File: src/rtl/vga_object_engine_if.sv
// vga_object_engine_if: command bus for the VGA object engine.
// The master drives one object move command per clk when cmd_valid is high.
interface vga_object_engine_if #(
    parameter int N_OBJ = 4
);
    localparam int OW = (N_OBJ > 1) ? $clog2(N_OBJ) : 1;

    logic          cmd_valid;
    logic [OW-1:0] cmd_obj;
    logic [2:0]    cmd_dir;

    modport master (output cmd_valid, cmd_obj, cmd_dir);
    modport slave  (input  cmd_valid, cmd_obj, cmd_dir);
endinterface

File: src/rtl/vga_object_engine.sv
// vga_object_engine: VGA timing, N frame-synchronous objects, priority render.
// Optional macro VGA_WRAP_EN: out-of-range moves wrap instead of clamping.
module vga_object_engine #(
    parameter int H_ACTIVE = 640,
    parameter int H_FP     = 16,
    parameter int H_SYNC   = 96,
    parameter int H_BP     = 48,
    parameter int V_ACTIVE = 480,
    parameter int V_FP     = 10,
    parameter int V_SYNC   = 2,
    parameter int V_BP     = 33,
    parameter int CLK_DIV  = 2,
    parameter int N_OBJ    = 4,
    parameter int OBJ_W    = 32,
    parameter int OBJ_H    = 32,
    parameter int STEP     = 4
) (
    input  logic                 clk,
    input  logic                 reset,
    vga_object_engine_if.slave   cmd,
    input  logic [12*N_OBJ-1:0]  obj_color,
    input  logic [11:0]          bg_color,
    output logic                 hsync,
    output logic                 vsync,
    output logic [3:0]           VGA_R,
    output logic [3:0]           VGA_G,
    output logic [3:0]           VGA_B,
    output logic                 frame_start
);
    localparam int HT = H_ACTIVE + H_FP + H_SYNC + H_BP;
    localparam int VT = V_ACTIVE + V_FP + V_SYNC + V_BP;
    localparam int XW = $clog2(HT);
    localparam int YW = $clog2(VT);
    localparam int PW = ((XW > YW) ? XW : YW) + 2;
    localparam int DW = (CLK_DIV > 1) ? $clog2(CLK_DIV) : 1;

    typedef logic signed [PW-1:0] pos_t;

    localparam pos_t ONE    = pos_t'(1);
    localparam pos_t ZERO   = pos_t'(0);
    localparam pos_t HT_M1  = pos_t'(HT - 1);
    localparam pos_t VT_M1  = pos_t'(VT - 1);
    localparam pos_t HA     = pos_t'(H_ACTIVE);
    localparam pos_t VA     = pos_t'(V_ACTIVE);
    localparam pos_t HS0    = pos_t'(H_ACTIVE + H_FP);
    localparam pos_t HS1    = pos_t'(H_ACTIVE + H_FP + H_SYNC);
    localparam pos_t VS0    = pos_t'(V_ACTIVE + V_FP);
    localparam pos_t VS1    = pos_t'(V_ACTIVE + V_FP + V_SYNC);
    localparam pos_t XMAX   = pos_t'(H_ACTIVE - OBJ_W);
    localparam pos_t YMAX   = pos_t'(V_ACTIVE - OBJ_H);
    localparam pos_t OW_P   = pos_t'(OBJ_W);
    localparam pos_t OH_P   = pos_t'(OBJ_H);
    localparam pos_t STEP_P = pos_t'(STEP);
    localparam pos_t HOME_Y = pos_t'((V_ACTIVE - OBJ_H) / 2);

    function automatic pos_t home_x(input int i);
        return pos_t'(i * H_ACTIVE / N_OBJ);
    endfunction

    function automatic pos_t mv(input pos_t p, input logic dec,
                                input logic inc, input pos_t lim);
        pos_t r;
        r = p;
        if (dec) r = p - STEP_P;
        if (inc) r = p + STEP_P;
`ifdef VGA_WRAP_EN
        if (r < ZERO)     r = lim;
        else if (r > lim) r = ZERO;
`else
        if (r < ZERO)     r = ZERO;
        else if (r > lim) r = lim;
`endif
        return r;
    endfunction

    logic [DW-1:0] div;
    logic          pen;
    logic          apply;
    logic          cmd_hit;
    pos_t          x, y;
    pos_t          ox  [N_OBJ];
    pos_t          oy  [N_OBJ];
    pos_t          nox [N_OBJ];
    pos_t          noy [N_OBJ];
    logic [2:0]    pend [N_OBJ];
    logic [11:0]   pix;
    logic [11:0]   rgb;

    assign pen     = (div == DW'(CLK_DIV - 1));
    assign apply   = pen && (x == ZERO) && (y == VA);
    assign cmd_hit = cmd.cmd_valid && (int'(cmd.cmd_obj) < N_OBJ);
    assign VGA_R   = rgb[11:8];
    assign VGA_G   = rgb[7:4];
    assign VGA_B   = rgb[3:0];

    // Free-running pixel enable divider.
    always_ff @(posedge clk or negedge reset) begin
        if (!reset) div <= '0;
        else        div <= pen ? '0 : div + 1'b1;
    end

    // Raster counters, advanced once per pixel.
    always_ff @(posedge clk or negedge reset) begin
        if (!reset) begin
            x <= ZERO;
            y <= ZERO;
        end else if (pen) begin
            if (x == HT_M1) begin
                x <= ZERO;
                y <= (y == VT_M1) ? ZERO : y + ONE;
            end else begin
                x <= x + ONE;
            end
        end
    end

    // Next position of each object from its pending command.
    always_comb begin
        for (int i = 0; i < N_OBJ; i++) begin
            nox[i] = ox[i];
            noy[i] = oy[i];
            case (pend[i])
                3'd1: noy[i] = mv(oy[i], 1'b1, 1'b0, YMAX);
                3'd2: noy[i] = mv(oy[i], 1'b0, 1'b1, YMAX);
                3'd3: nox[i] = mv(ox[i], 1'b1, 1'b0, XMAX);
                3'd4: nox[i] = mv(ox[i], 1'b0, 1'b1, XMAX);
                3'd5: begin
                    nox[i] = home_x(i);
                    noy[i] = HOME_Y;
                end
                default: ;
            endcase
        end
    end

    // Object state: moves land at the vblank apply point; a command
    // arriving in that same clk is kept pending for the next frame.
    always_ff @(posedge clk or negedge reset) begin
        if (!reset) begin
            for (int i = 0; i < N_OBJ; i++) begin
                ox[i]   <= home_x(i);
                oy[i]   <= HOME_Y;
                pend[i] <= '0;
            end
        end else begin
            if (apply) begin
                for (int i = 0; i < N_OBJ; i++) begin
                    ox[i]   <= nox[i];
                    oy[i]   <= noy[i];
                    pend[i] <= '0;
                end
            end
            if (cmd_hit) pend[cmd.cmd_obj] <= cmd.cmd_dir;
        end
    end

    // Pixel colour: lowest-index covering object, else background.
    always_comb begin
        pix = '0;
        if (x < HA && y < VA) begin
            pix = bg_color;
            for (int i = N_OBJ - 1; i >= 0; i--) begin
                if (x >= ox[i] && x < ox[i] + OW_P &&
                    y >= oy[i] && y < oy[i] + OH_P)
                    pix = obj_color[12*i +: 12];
            end
        end
    end

    // Registered video outputs, one pixel behind the counters.
    always_ff @(posedge clk or negedge reset) begin
        if (!reset) begin
            hsync       <= 1'b1;
            vsync       <= 1'b1;
            rgb         <= '0;
            frame_start <= 1'b0;
        end else begin
            frame_start <= pen && (x == HT_M1) && (y == VT_M1);
            if (pen) begin
                hsync <= !(x >= HS0 && x < HS1);
                vsync <= !(y >= VS0 && y < VS1);
                rgb   <= pix;
            end
        end
    end
endmodule

File: src/flat_wrapper.sv
// flat-port wrapper written by rule: the top's interface ports become plain ports
module vga_object_engine_flat 
#(
    parameter int H_ACTIVE = 640,
    parameter int H_FP     = 16,
    parameter int H_SYNC   = 96,
    parameter int H_BP     = 48,
    parameter int V_ACTIVE = 480,
    parameter int V_FP     = 10,
    parameter int V_SYNC   = 2,
    parameter int V_BP     = 33,
    parameter int CLK_DIV  = 2,
    parameter int N_OBJ    = 4,
    parameter int OBJ_W    = 32,
    parameter int OBJ_H    = 32,
    parameter int STEP     = 4
)
  (clk, reset, obj_color, bg_color, hsync, vsync, VGA_R, VGA_G, VGA_B, frame_start, cmd_cmd_valid, cmd_cmd_obj, cmd_cmd_dir);
  vga_object_engine_if #(.N_OBJ(N_OBJ)) cmd_i ();
  input  logic clk;
  input  logic reset;
  input  logic [12*N_OBJ-1:0] obj_color;
  input  logic [11:0] bg_color;
  output logic hsync;
  output logic vsync;
  output logic [3:0] VGA_R;
  output logic [3:0] VGA_G;
  output logic [3:0] VGA_B;
  output logic frame_start;
  input wire logic [$bits(cmd_i.cmd_valid)-1:0] cmd_cmd_valid;
  input wire logic [$bits(cmd_i.cmd_obj)-1:0] cmd_cmd_obj;
  input wire logic [$bits(cmd_i.cmd_dir)-1:0] cmd_cmd_dir;
  assign cmd_i.cmd_valid = cmd_cmd_valid;
  assign cmd_i.cmd_obj = cmd_cmd_obj;
  assign cmd_i.cmd_dir = cmd_cmd_dir;
  vga_object_engine #(.H_ACTIVE(H_ACTIVE), .H_FP(H_FP), .H_SYNC(H_SYNC), .H_BP(H_BP), .V_ACTIVE(V_ACTIVE), .V_FP(V_FP), .V_SYNC(V_SYNC), .V_BP(V_BP), .CLK_DIV(CLK_DIV), .N_OBJ(N_OBJ), .OBJ_W(OBJ_W), .OBJ_H(OBJ_H), .STEP(STEP)) u_core (.clk(clk), .reset(reset), .cmd(cmd_i), .obj_color(obj_color), .bg_color(bg_color), .hsync(hsync), .vsync(vsync), .VGA_R(VGA_R), .VGA_G(VGA_G), .VGA_B(VGA_B), .frame_start(frame_start));
endmodule
File: config.mk
export PLATFORM = sky130hd
export DESIGN_NAME = vga_object_engine_flat
export DESIGN_NICKNAME = d
export VERILOG_FILES = /design/src/rtl/vga_object_engine_if.sv /design/src/rtl/vga_object_engine.sv /design/src/flat_wrapper.sv
export SDC_FILE = /design/constraint.sdc
export NUM_CORES = 1
export LEC_CHECK = 0
export CAP_MARGIN = 30
export CELL_PAD_IN_SITES_DETAIL_PLACEMENT = 2
export CELL_PAD_IN_SITES_GLOBAL_PLACEMENT = 2
export CORE_MARGIN = 2
export CORE_UTILIZATION = 35
export DETAILED_ROUTE_END_ITERATION = 10
export PLACE_DENSITY = 0.76
export SYNTH_ARGS = -nofsm -noshare
export SYNTH_HDL_FRONTEND = slang
export SYNTH_SLANG_ARGS = --single-unit
File: constraint.sdc
create_clock -name clk -period 4.5 [get_ports clk]
set_input_delay 0.9 -clock clk [delete_from_list [all_inputs] [get_ports clk]]
set_output_delay 0.9 -clock clk [all_outputs]
set_load 0.02 [all_outputs]
==> results.toml <==
[floorplan]
die_y_um = 208
die_area_mm2 = 0.0432
std_cell_rows = 74
start_util_pct = 35.6
fp.dieW_um = 208
io_pins = 83
core_mm2 = 0.0409

[routing]
wire_per_inst_um = 23.0
drt_iter0_markers = 555
viasPerCell = 6.07
drc = 0
vias = 14951
ant_nets = 0
routed_wl_um = 56700
dr.pass1.iters = 5

[cts]
numCtsBuffers = 17
cts_buffer_depth = 2
cts.sinks = 124
htreeDepth = 4
cts_tree = "built"
cts.clk_slew.worst_paths_ps = 70
clkLatencyLatePin_ps = 500
clock-root-buffer = "clkbuf_16"
post_cts_resized = 0
post-cts-setup-buffer-count = 0
holdBufCountCts = 0

[global_routing]
grt_max_degree = 79
overflow = 0
antenna_found_initial = 1
grt_pass1_wl_um = 92600
grt_pass1_vias = 16403
track_usage_pct = 26.7

[timing]
rsz0062_at_grt = "false"
setup_viol_count_final = 0
maxSlewHeadroom_pct = 37.3
setup-tns-final_ps = 0
layout_setup_ws_ps = 439
fin_skew_ps = 16.2
clock.fmax_ghz = 0.246
maxSlewViolCount = 0
tightest_slew_ps = 939
finalHoldViolCount = 0
fin_crit_sh_pct = 90.2
post-route-min-period_ps = 4060

[synthesis]
synth_top_family_by_area = "simple AND/OR/NAND/NOR gates"
synth_top_area_share_pct = 17.5
syn-num-nets = 2131
yosys.area_share.simple_pct = 25.0
yosysTopAreaCell = "dfrtp_1"
yosysSeqAreaShare_pct = 21.5
syn_inst = 1875
ys_types = 95
synth_area_leaders = "dfrtp_1 18%, ha_1 16%, xnor2_1 5.0%"
synth_adder_area_share_pct = 16.2
synth_area_mm2 = 0.0146
ys_warn_count = 0
syn_area_per_cell_um2 = 7.76
synth-edff-count = 0
synth_ff_type = "dfrtp_1"
synth_compound_area_share_pct = 24.8
synth-seq-cells = 124
synth_xor_xnor_area_share_pct = 5.54
ys_async_sr_fraction_pct = 100
synth_mux_area_share_pct = 1.44

[setup_path]
worstSetupStartpointType = "register"
cp.arrival_ps = 4420
cp_max_fo = 24
reg2regPathDepth = 12
end_kind = "register"
worstSetupStartpoint = "u_core.oy[17]$_DFFE_PN1P_"
critPathKind = "register to register"
required_ps = 4860
r2r_start = "u_core.oy[17]$_DFFE_PN1P_"

[layout]
final_cell_mix = "188 x ha_1, 159 x nand2_1, 152 x nor2_1, 117 x a21oi_1, 116 x o21ai_0"
num-fill-cells = 4743
layout.cells.non_filler = 2463
n_antenna_cell = 0
area_growth_pct = 13.7
drive_above_1_share_pct = 6.94
nets = 2174
final_common_cell = "ha_1"

[placed_design]
port_buffers = 82
place_congestion = 0.860
pre_cts_ws_ps = 468
dp.cells = 2430
dpl.hpwl_um = 43200

[status]
status = "completed"

[power_and_ir_drop]
p_leak_nw = 6.74
p_total_w = 0.00310
p_per_area_mw_per_mm2 = 188
peakVddDrop_mv = 0.230

[min_path]
hold_path.class = "primary input to async pin"

[job]
drv_cap = 0
[stage by stage]
step	util, %	cell area (um^2)	hold WS (ps)
6_report	40.4	16500	488
5_1_grt	40.4	16500	534
4_1_cts	40.4	16500	520
3_5_place_dp	38.8	15900	503
3_3_place_gp	38.8	15900	481
2_1_floorplan	-	14600	504
[cell type report]
| type | instances | area [um^2] | area share [%] |
|---|---|---|---|
| tap | 532 | 666 | 4.02 |
| sequential | 124 | 3130 | 18.9 |
| multi-input combinational | 1546 | 10600 | 64.2 |
| clock buffer | 18 | 439 | 2.65 |
| timing repair buffer | 110 | 1040 | 6.30 |
| clock inverter | 14 | 206 | 1.25 |
| inverter | 119 | 447 | 2.70 |
[routing by layer]
metal  vias to the layer above  routed length, um  global-route usage, %
met5                         -                  0                      0
met4                         0               1050                   7.70
met3                        59               1800                   4.15
met2                       211              28000                   45.9
met1                      7626              25900                   34.5
li1                       7055                  -                      -
[cell families (layout without fill, tap and decap cells)]
| group | after synthesis | count (layout) |
|---|---|---|
| adder cells (fa/ha/maj) | 188 | 188 |
| buffers and inverters | 205 | 261 |
| XOR/XNOR | 92 | 92 |
| AO/OA/AOI/OAI | 541 | 541 |
| flip-flops | 124 | 124 |
| AND/OR/NAND/NOR | 704 | 704 |
| multiplexers | 21 | 21 |
[cells in the mapped netlist, types with 6 or more instances]
| cell type | number |
|---|---|
| a2111oi_0 | 11 |
| a211o_1 | 7 |
| a211oi_1 | 23 |
| a21boi_0 | 10 |
| a21o_1 | 10 |
| a21oi_1 | 117 |
| a221oi_1 | 18 |
| a311oi_1 | 10 |
| a31oi_1 | 26 |
| and2_1 | 19 |
| and3_1 | 23 |
| and4_1 | 8 |
| buf_2 | 24 |
| clkbuf_1 | 59 |
| clkinv_1 | 6 |
| dfrtp_1 | 102 |
| dfstp_2 | 22 |
| ha_1 | 188 |
| inv_1 | 112 |
| mux2i_1 | 21 |
| nand2_1 | 159 |
| nand2b_1 | 14 |
| nand3_1 | 99 |
| nand4_1 | 40 |
| nor2_1 | 152 |
| nor2b_1 | 31 |
| nor3_1 | 61 |
| nor3b_1 | 10 |
| nor4_1 | 11 |
| nor4b_1 | 6 |
| o2111ai_1 | 6 |
| o211ai_1 | 26 |
| o21a_1 | 15 |
| o21ai_0 | 116 |
| o21ai_1 | 12 |
| o221ai_1 | 16 |
| o22ai_1 | 14 |
| o311ai_0 | 9 |
| o31ai_1 | 34 |
| o41ai_1 | 6 |
| or2_2 | 18 |
| or3_1 | 8 |
| or4_1 | 6 |
| xnor2_1 | 83 |
| xor2_1 | 9 |
[report_power, final]
part / switching, W / total (W) / leakage [nW] / internal, W
logic: 0.000194 / 0.000317 / 4.83 / 0.000123
clock network: 0.000664 / 0.00162 / 0.318 / 0.000952
registers: 0.0000317 / 0.00117 / 1.59 / 0.00114
total: 0.000890 / 0.00310 / 6.74 / 0.00221
[state kept, by name, summed over array words and instances (netlist names)]
| signal | cells |
|---|---|
| u_core.oy | 36 |
| u_core.pend | 12 |
| u_core.y | 12 |
| u_core.div | 1 |
| u_core.x | 12 |
| u_core.vsync | 1 |
| u_core.hsync | 1 |
| u_core.rgb | 12 |
| u_core.frame_start | 1 |
| u_core.ox | 36 |
[worst paths after layout]
check                                       endpoint  slack (ps)
setup / recovery           u_core.rgb[6]$_DFFE_PN0P_         440
hold reg to reg             u_core.vsync$_DFFE_PN1P_         520
max in group asynchronous  u_core.oy[42]$_DFFE_PN1P_        3150
setup reg to reg           u_core.rgb[6]$_DFFE_PN0P_         440
min in group clk            u_core.vsync$_DFFE_PN1P_         520
hold / removal             u_core.oy[15]$_DFFE_PN0P_         490
[critical path: stages (launching register included)]
cell and delay, ps:
dfstp_2 700, ha_1 350, and3_1 300, nand3_1 110, ha_1 330, inv_1 70, a2111oi_0 390, a21oi_1 90
nor4_1 280, nand2_1 70, or4_1 790, o221ai_1 340, o21ai_1 100
No activity file was read; power rests on OpenSTA's default activity.
